## config.mk

```make
export PLATFORM = sky130hd
export DESIGN_NAME = pll_rst_seq
export DESIGN_NICKNAME = d
export VERILOG_FILES = /design/src/rtl/pll_rst_pkg.sv /design/src/rtl/sync_2ff.sv /design/src/rtl/pll_rst_seq.sv
export SDC_FILE = /design/constraint.sdc
export NUM_CORES = 1
export LEC_CHECK = 0
export ABC_AREA = 0
export CAP_MARGIN = 20
export CORE_ASPECT_RATIO = 0.7
export CORE_MARGIN = 4
export CORE_UTILIZATION = 58
export DETAILED_ROUTE_END_ITERATION = 12
export GPL_TIMING_DRIVEN = 0
export MAX_ROUTING_LAYER = met4
export PLACE_DENSITY = 0.9
export REMOVE_ABC_BUFFERS = 1
export SLEW_MARGIN = 20
export SYNTH_ARGS = -nofsm -noshare
export SYNTH_HDL_FRONTEND = slang
export SYNTH_SLANG_ARGS = --single-unit
```

## constraint.sdc

```tcl
create_clock -name clk -period 4.03 [get_ports clk]
set_input_delay 0.403 -clock clk [delete_from_list [all_inputs] [get_ports clk]]
set_output_delay 0.403 -clock clk [all_outputs]
set_load 0.01 [all_outputs]
```

## src/rtl/pll_rst_pkg.sv

```systemverilog
// pll_rst_pkg
//   Shared definitions for the PLL reset sequencer: the sequencer state
//   encoding, the saturation limit of the event counters, and the helper that
//   sizes the shared timing counter from the timing parameters.
package pll_rst_pkg;

  typedef enum logic [2:0] {
    PLL_RST   = 3'd0,  // PLL held in reset
    WAIT_LOCK = 3'd1,  // PLL running, waiting for synced lock
    STABLE    = 3'd2,  // lock seen, proving it stays up
    RELEASE   = 3'd3,  // domain resets being dropped in index order
    RUN       = 3'd4   // all domains out of reset
  } seq_state_e;

  localparam logic [7:0] EVT_CNT_MAX = 8'hFF;

  // The shared counter must reach every terminal count used by the sequencer.
  // The release span (stagger times domain count) is passed in alongside the
  // plain timing parameters because it can exceed any one of them.
  function automatic int cnt_width(input int a, input int b, input int c, input int d);
    int m;
    m = a;
    if (b > m) m = b;
    if (c > m) m = c;
    if (d > m) m = d;
    return $clog2(m) + 1;
  endfunction

endpackage

```

## src/rtl/sync_2ff.sv

```systemverilog
// sync_2ff
//   Two-flop synchronizer for a slow asynchronous status bit (PLL lock and
//   similar CDC status signals). Adds two clocks of latency.
// Ports
//   clk  in  destination clock
//   rst  in  synchronous active-high reset, forces both stages to RST_VAL
//   d_i  in  asynchronous input bit
//   q_o  out synchronized bit
module sync_2ff #(
  parameter logic RST_VAL = 1'b0
) (
  input  logic clk,
  input  logic rst,
  input  logic d_i,
  output logic q_o
);

  logic meta_q;
  logic sync_q;

  // NOTE: non-blocking assignments make the two stages shift one bit per clock;
  // blocking ones would collapse them into a single flop and defeat the synchronizer.
  always_ff @(posedge clk) begin
    if (rst) begin
      meta_q <= RST_VAL;
      sync_q <= RST_VAL;
    end else begin
      meta_q <= d_i;
      sync_q <= meta_q;
    end
  end

  assign q_o = sync_q;

endmodule

```

## src/rtl/pll_rst_seq.sv

```systemverilog
// pll_rst_seq
//   Reset sequencer sitting right after the PLL, clocked by the PLL reference
//   clock. Pulses the PLL reset, waits for lock, requires lock to stay up for
//   STABLE_CYCLES clocks, then releases the domain resets one by one,
//   STAGGER_CYCLES apart. A lock timeout retries the PLL; a lock loss after
//   release began re-asserts every domain reset, is counted and flagged, and
//   restarts the PLL.
// Ports
//   clk        in   reference clock
//   rst        in   synchronous active-high reset
//   lock       in   PLL lock, asynchronous to clk
//   clr_lost   in   one-cycle pulse clearing lock_lost
//   pll_rst    out  reset to the PLL
//   sys_rst    out  active-high per-domain resets, released in index order
//   ready      out  all domains released and lock present
//   lock_lost  out  sticky lock-loss flag
//   loss_cnt   out  lock-loss events, saturating at 255
//   retry_cnt  out  PLL retries after a lock timeout, saturating at 255
module pll_rst_seq
  import pll_rst_pkg::*;
#(
  parameter int NUM_DOMAINS    = 2,
  parameter int PLL_RST_CYCLES = 16,
  parameter int LOCK_TIMEOUT   = 4096,
  parameter int STABLE_CYCLES  = 256,
  parameter int STAGGER_CYCLES = 8
) (
  input  logic                   clk,
  input  logic                   rst,
  input  logic                   lock,
  input  logic                   clr_lost,
  output logic                   pll_rst,
  output logic [NUM_DOMAINS-1:0] sys_rst,
  output logic                   ready,
  output logic                   lock_lost,
  output logic [7:0]             loss_cnt,
  output logic [7:0]             retry_cnt
);

  localparam int CW = cnt_width(PLL_RST_CYCLES, LOCK_TIMEOUT, STABLE_CYCLES,
                                STAGGER_CYCLES * NUM_DOMAINS);

  localparam logic [CW-1:0] PLL_RST_LAST = CW'(PLL_RST_CYCLES - 1);
  localparam logic [CW-1:0] TIMEOUT_LAST = CW'(LOCK_TIMEOUT - 1);
  // The WAIT_LOCK edge that first sees lock counts as the first stable clock,
  // so STABLE itself only has STABLE_CYCLES-1 more clocks to wait.
  localparam logic [CW-1:0] STABLE_LAST  = CW'((STABLE_CYCLES >= 2) ? STABLE_CYCLES - 2 : 0);
  // A single domain still spends one clock in RELEASE before ready rises.
  localparam logic [CW-1:0] RELEASE_LAST = CW'((NUM_DOMAINS == 1) ? 1
                                              : STAGGER_CYCLES * (NUM_DOMAINS - 1));

  logic                   lock_s;
  seq_state_e             state_q,     state_d;
  logic [CW-1:0]          cnt_q,       cnt_d;
  logic [CW-1:0]          cnt_inc;
  logic                   pll_rst_q,   pll_rst_d;
  logic [NUM_DOMAINS-1:0] sys_rst_q,   sys_rst_d;
  logic                   ready_q,     ready_d;
  logic                   lock_lost_q, lock_lost_d;
  logic [7:0]             loss_cnt_q,  loss_cnt_d;
  logic [7:0]             retry_cnt_q, retry_cnt_d;
  logic                   loss_evt;

  sync_2ff #(
    .RST_VAL (1'b0)
  ) u_lock_sync (
    .clk (clk),
    .rst (rst),
    .d_i (lock),
    .q_o (lock_s)
  );

  assign cnt_inc = cnt_q + CW'(1);

  always_comb begin
    // NOTE: every next-state value starts as its hold value, so no path through
    // the case statement leaves a signal unassigned and no latch is inferred.
    state_d     = state_q;
    cnt_d       = cnt_q;
    pll_rst_d   = pll_rst_q;
    sys_rst_d   = sys_rst_q;
    ready_d     = ready_q;
    loss_cnt_d  = loss_cnt_q;
    retry_cnt_d = retry_cnt_q;
    loss_evt    = 1'b0;

    unique case (state_q)
      PLL_RST: begin
        pll_rst_d = 1'b1;
        if (cnt_q == PLL_RST_LAST) begin
          state_d   = WAIT_LOCK;
          cnt_d     = '0;
          pll_rst_d = 1'b0;
        end else begin
          cnt_d = cnt_inc;
        end
      end

      WAIT_LOCK: begin
        pll_rst_d = 1'b0;
        if (lock_s) begin
          cnt_d = '0;
          if (STABLE_CYCLES == 1) begin
            state_d      = RELEASE;
            sys_rst_d[0] = 1'b0;
          end else begin
            state_d = STABLE;
          end
        end else if (cnt_q == TIMEOUT_LAST) begin
          state_d   = PLL_RST;
          cnt_d     = '0;
          pll_rst_d = 1'b1;
          if (retry_cnt_q != EVT_CNT_MAX) retry_cnt_d = retry_cnt_q + 8'd1;
        end else begin
          cnt_d = cnt_inc;
        end
      end

      STABLE: begin
        if (!lock_s) begin
          // A dropout before release only restarts the timeout; not a retry.
          state_d = WAIT_LOCK;
          cnt_d   = '0;
        end else if (cnt_q == STABLE_LAST) begin
          state_d      = RELEASE;
          cnt_d        = '0;
          sys_rst_d[0] = 1'b0;
        end else begin
          cnt_d = cnt_inc;
        end
      end

      RELEASE, RUN: begin
        if (!lock_s) begin
          loss_evt  = 1'b1;
          state_d   = PLL_RST;
          cnt_d     = '0;
          pll_rst_d = 1'b1;
          sys_rst_d = '1;
          ready_d   = 1'b0;
          if (loss_cnt_q != EVT_CNT_MAX) loss_cnt_d = loss_cnt_q + 8'd1;
        end else if (state_q == RELEASE) begin
          // cnt counts clocks since sys_rst[0] dropped.
          cnt_d = cnt_inc;
          for (int i = 1; i < NUM_DOMAINS; i++) begin
            if (cnt_inc == CW'(STAGGER_CYCLES * i)) sys_rst_d[i] = 1'b0;
          end
          if (cnt_inc == RELEASE_LAST) begin
            state_d = RUN;
            ready_d = 1'b1;
          end
        end
      end

      default: begin
        state_d   = PLL_RST;
        cnt_d     = '0;
        pll_rst_d = 1'b1;
        sys_rst_d = '1;
        ready_d   = 1'b0;
      end
    endcase

    // A loss on the same clock as a clear keeps the flag set.
    if (loss_evt)      lock_lost_d = 1'b1;
    else if (clr_lost) lock_lost_d = 1'b0;
    else               lock_lost_d = lock_lost_q;
  end

  always_ff @(posedge clk) begin
    if (rst) begin
      state_q     <= PLL_RST;
      cnt_q       <= '0;
      pll_rst_q   <= 1'b1;
      sys_rst_q   <= '1;
      ready_q     <= 1'b0;
      lock_lost_q <= 1'b0;
      loss_cnt_q  <= '0;
      retry_cnt_q <= '0;
    end else begin
      state_q     <= state_d;
      cnt_q       <= cnt_d;
      pll_rst_q   <= pll_rst_d;
      sys_rst_q   <= sys_rst_d;
      ready_q     <= ready_d;
      lock_lost_q <= lock_lost_d;
      loss_cnt_q  <= loss_cnt_d;
      retry_cnt_q <= retry_cnt_d;
    end
  end

  assign pll_rst   = pll_rst_q;
  assign sys_rst   = sys_rst_q;
  assign ready     = ready_q;
  assign lock_lost = lock_lost_q;
  assign loss_cnt  = loss_cnt_q;
  assign retry_cnt = retry_cnt_q;

endmodule

```

After elaboration in Yosys (flattened, before gate mapping)

Index checks and enable logic that the tools add are counted.

$add $sub $neg: 3
Equality and inequality tests: 18
Multiplexer cells: 37
Bitwise operators: 4
Reduce and logical (&&, ||, !) cells: 11

Operators by type and width:

| kind                    | number |
|---|---|
| $mux W13                | 7 |
| $pmux W13 S4            | 1 |
| $eq A13 B4 Y1 const B   | 2 |
| $mux W3                 | 8 |
| $add A8 B1 Y8 const B   | 2 |
| $mux W1                 | 16 |
| $ne A8 B8 Y1 const B    | 2 |
| $add A13 B1 Y13 const B | 1 |
| $eq A13 B12 Y1 const B  | 1 |
| $eq A13 B8 Y1 const B   | 1 |
| $pmux W3 S4             | 1 |
| $ne A3 B3 Y1 const B    | 3 |
| $reduce_and A4 Y1       | 2 |
| $eq A3 B2 Y1 const B    | 2 |
| $ne A2 B2 Y1 const B    | 3 |
| $reduce_and A3 Y1       | 2 |
| $reduce_and A5 Y1       | 1 |
| $not A1 Y1              | 4 |
| $pmux W1 S2             | 2 |
| $pmux W1 S4             | 1 |
| $reduce_or A2 Y1        | 2 |
| $eq A3 B1 Y1 const B    | 1 |
| $eq A3 B3 Y1 const B    | 1 |
| $logic_not A3 Y1        | 1 |
| 6 further kinds         | 6 |

Bits in registers: 39
Input port bits: 4
Output and inout bits: 21
Word-level logic and storage cells: 84

Depth between registers and ports, before layout

Depth in word-level cells: 6
Depth in mapped cells: 9
Depth with buffers taken out: 8

Cells and area by module

From an unflattened synthesis, not the netlist that was laid out.

Cell total of the unflattened synthesis: 288
Area, all modules: 2,411.1 µm²

By module, submodules not included:

| module      | instances | cells each | area an instance (µm²) | seq. area each (µm²) |
|---|---|---|---|---|
| pll_rst_seq | 1         | 284        | 2,358.5                | 740.7 |
| sync_2ff    | 1         | 4          | 52.6                   | 40.0 |

Worst setup path before layout

No wires, ideal clock.

Path kind: reg2reg
From: register cnt_q[1]
To: register retry_cnt_q[3], in the netlist retry_cnt[3]
Setup time: 0.071 ns
Arrival time: 2.525 ns
Required time: 3.959 ns
Setup slack: 1.434 ns
Stages on the path, launching flop included: 9
Buffers on the path: 2
Period minus slack after synthesis: 2.596 ns
Path through: dfxtp_1 -> ha_1 -> nand4_4 -> or4_4 -> buf_6 -> or4_4 -> buf_6 -> or3_1 -> a21oi_1

Cells in the longest elaborated chain, start to end: 2

Ends and longest elaborated chain:

| item                               | line               | source |
|---|---|---|
| from (decl)                        | pll_rst_seq.sv:54  | `logic [CW-1:0] cnt_q, cnt_d;` |
| from (signal assigned)             | pll_rst_seq.sv:182 | `cnt_q <= cnt_d;` |
| $eq A13 B12 Y1                     | pll_rst_seq.sv:109 | `end else if (cnt_q == TIMEOUT_LAST) begin` |
| $reduce_and A4 Y1 (no source line) | n/a                |  |
| to (signal assigned)               | pll_rst_seq.sv:188 | `retry_cnt_q <= retry_cnt_d;` |
| to (decl)                          | pll_rst_seq.sv:61  | `logic [7:0] retry_cnt_q, retry_cnt_d;` |

Every way passes these cells.
A chain may end at the register's enable or synchronous reset.

Final worst setup path

From: register cnt_q[1]
To: register retry_cnt_q[7], in the netlist retry_cnt[7]

The elaborated chain is that of the path after synthesis.

==> parameters.txt <==
Parameter                              Value

Run status
  Result of the run    finished clean

Worst setup path
  CP endpoint kind    register
  Data arrival time of the critical path    2840 ps
  Largest stage delay, worst path    610 ps
  Category of the most critical setup path    reg -> reg
  Worst reg2reg path endpoint    retry_cnt[7]
  Logic depth of the worst register-to-register path    7
  Crit path required time    4190 ps
  FF-to-FF setup slack    about 1400 ps
  Worst path most repeated cell    sky130_fd_sc_hd__or4_4
  Buffers & Inverters on Critical Path    0
  Reg-to-Reg Start    cnt_q[1]
  CP max-delay cell    sky130_fd_sc_hd__or4_4
  Critical Path, Cell by Cell    ha_1, nand4_4, or4_4, or4_4, nor3_1, xnor2_1, nor2_1
  Maximum fanout along the worst path    9
  Top cell family by delay on the critical path    simple AND/OR/NAND/NOR gates
  Element type at the critical path start    register

Global routing
  Grt total ovfl    0
  Vias in the first global route    1586
  Initial antenna violation count    0
  Maximum number of pins on one net before global-route repair    35
  Wire length of the first global-routing pass    roughly 7.3 mm
  Global router's overall resource usage    0.208

Place
  Final Wtd Congestion    just over 0.8
  Half-perimeter wire length of the detailed placement result    3.13 mm
  Placed Cells    308
  Cell Area, Placed    0.00232 mm2
  Port Buffer Count    24
  Setup Slack @ Placement    approximately 1200 ps

Timing
  Peak Freq    around 370 MHz
  Final min period    2680 ps
  Setup repair after global routing missed its margin    false
  Final period utilization    0.664
  Total Negative Setup Slacks    0 ps
  Slack of the critical path    1350 ps
  Max-slew violation count    0
  Transition time at the pin with the least slew margin    835 ps
  Skew final    4.53 ps
  Total setup violations reported at the end of the flow    0
  Slew Limit Headroom    0.439
  Final Hold Fails    0

Yosys
  Number of flops mapped to enable cells by yosys    0
  Cell area after synthesis    between 0.002 and 0.0025 mm2
  Cell with the most instances after synthesis    sky130_fd_sc_hd__dfxtp_1
  Mean instance size in the synthesized netlist    roughly 8.3 um2
  Async set-reset flop share out of synthesis    0
  Count of warnings emitted by yosys    0
  Top post-synthesis cells by area    sky130_fd_sc_hd__dfxtp_1 (38%), sky130_fd_sc_hd__nor2_1 (4.9%), sky130_fd_sc_hd__xnor2_1 (4.6%), sky130_fd_sc_hd__nand3_1 (3.6%), sky130_fd_sc_hd__a31oi_1 (3.3%)
  Post-synthesis cell type with the largest combined area    sky130_fd_sc_hd__dfxtp_1
  Number of storage elements in the synthesis netlist    39
  Post-synthesis share of cell area spent on full adders, half adders and majority gates    0.0241
  Leading cell types by count after synthesis    sky130_fd_sc_hd__dfxtp_1 (39), sky130_fd_sc_hd__nor2_1 (27), sky130_fd_sc_hd__nand2_1 (18)
  Fraction of synthesized cell area taken by the top area cell type    0.375
  Most frequently used flop master after synthesis    sky130_fd_sc_hd__dfxtp_1
  Combinational family with the most area after synthesis    simple AND/OR/NAND/NOR gates
  Register area share after synthesis    0.375
  Synthesized-area fraction occupied by ao, oa, aoi and oai cells    0.167
  Parity-gate share of the synthesized area counting xor and xnor cells    0.0716
  Yosys cell types    50
  Portion of netlist area occupied by mux cells    0.0247
  Instance count of the mapped netlist    between 200 and 300
  Simple-gate portion of the synthesized area    0.286

Pwr
  Worst-case vdd ir drop    roughly 0.18 mV
  Power density normalized to cell area    339 mW/mm2
  Leakage power of the design    0.824 nW
  Total power of the final layout    0.000812 W

Clock tree
  CTS tree    done
  Number of buffers between clock root and the deepest sink    2
  Clock latency on the worst-skew pair    290 ps
  Post-CTS setup repair buffer count    0
  CTS Sinks    39
  # resized after CTS    0
  H-tree Lvls    2
  Root buffer cell    sky130_fd_sc_hd__clkbuf_8
  CTS buffer count    5
  Clock edge transition at the registers on the reported setup and hold paths    70 ps
  Hold bufs inserted after CTS    0

Detailed routing
  Via count    between 1500 and 2000
  Routed vias/inst    about 5.9
  Number of nets with antenna violations after detailed routing    0
  Drt first pass iters    4
  Iteration-0 DRC Markers    180
  Wirelength, routed    4.35 mm
  Routed length per instance    roughly 14 um
  DRC    0

Floorplanning
  Io pins    25
  Initial core utilization    0.631
  Core Footprint    0.00330 mm2
  Die X    79.6 um
  Number of rows created at floorplan    17
  Die Span Y    ~58 um
  Die Outline Area    between 0.004 and 0.005 mm2

Worst hold path
  Worst hold path cell count    1
  Startpoint of the worst hold path    u_lock_sync.meta_q
  Kind of path behind the tightest hold check    reg -> reg
  Hold worst-path end    u_lock_sync.q_o

Layout
  Count of inserted antenna diode cells    0
  Post-route insts no fill    316
  Share of cells above drive strength 1    0.0781
  Layout area overhead    15.0%
  Multi-input logic area    0.00120 mm2
  Final cell area excluding filler cells    ~0.0024 mm2
  Nets    276
  Layout fillers    ~270
  Area of all sequential standard cells    781 um2

Run
  Maximum Capacitance Violations    0
-- flip-flops by register name, indices dropped and copies added, names as in the netlist --
name                flops
u_lock_sync.q_o         1
cnt_q                  13
sys_rst                 2
retry_cnt               8
state_q                 3
loss_cnt                8
u_lock_sync.meta_q      1
pll_rst                 1
lock_lost               1
ready                   1
-- routing by layer --
| metal | track usage | vias to the layer above | share of wire |
|---|---|---|---|
| met5 | - | - | 0 |
| li1 | - | 940 | - |
| met2 | 0.295 | 51 | 0.41 |
| met3 | 0.0466 | 7 | 0.054 |
| met1 | 0.283 | 866 | 0.51 |
| met4 | 0.0907 | 0 | 0.017 |
-- per-stage QoR --
stage	util	hold WS [ps]
finish	0.726	438
CTS	0.728	445
floorplan	-	414
detailed placement	0.703	428
global route	0.726	463
global placement	0.699	417
-- worst max-delay path by stage --
stage             start            to  slack, ps  cells after the start
6_report       cnt_q[1]  retry_cnt[7]       1350                      7
5_1_grt        cnt_q[1]    state_q[0]       1180                      7
4_1_cts        cnt_q[1]  retry_cnt[7]       1330                      7
3_5_place_dp        rst      cnt_q[4]       1210                      5
3_3_place_gp        rst      cnt_q[5]        460                      4
2_1_floorplan  cnt_q[0]      cnt_q[5]       1520                      7
-- cells in the final DEF, fill, tap and decap left out, types with 4 or more instances in the layout --
cell                              count
sky130_fd_sc_hd__nor2_1              27
sky130_fd_sc_hd__ha_1                 4
sky130_fd_sc_hd__nor3_1               8
sky130_fd_sc_hd__xor2_1               6
sky130_fd_sc_hd__nand4_1              6
sky130_fd_sc_hd__or3_1                5
sky130_fd_sc_hd__nand2_1             18
sky130_fd_sc_hd__dfxtp_1             39
sky130_fd_sc_hd__clkdlybuf4s50_1     23
sky130_fd_sc_hd__nor2b_1              4
sky130_fd_sc_hd__a21oi_1             13
sky130_fd_sc_hd__xnor2_1             11
sky130_fd_sc_hd__mux2i_1              4
sky130_fd_sc_hd__nand3_1             15
sky130_fd_sc_hd__a31oi_1             11
sky130_fd_sc_hd__nand2b_1             5
sky130_fd_sc_hd__o21ai_0              8
sky130_fd_sc_hd__clkbuf_8             5
sky130_fd_sc_hd__inv_1                8
-- report_power, final --
group / switching [W] / total (W) / internal, W
clock network: 0.000130 / 0.000251 / 0.000121
logic: 0.0000679 / 0.000123 / 0.0000551
registers: 0.0000337 / 0.000438 / 0.000404
total: 0.000231 / 0.000812 / 0.000581
-- kinds of logic after synthesis --
family,after synthesis
and+or+nand+nor,110
AOI/OAI and AO/OA,53
DFF,39
buffers and inverters,23
xor gates and xnor gates,17
muxes,5
adders and majority gates,4
-- area by class of cell --
type	instances	area share
multi-input cells	189	0.501
flip-flops and latches	39	0.326
repair buffers	25	0.101
clock buffers	7	0.0319
well taps	47	0.0246
inverters	8	0.0125
clock inverters	1	0.00209
(Power assumes the default switching activity.)
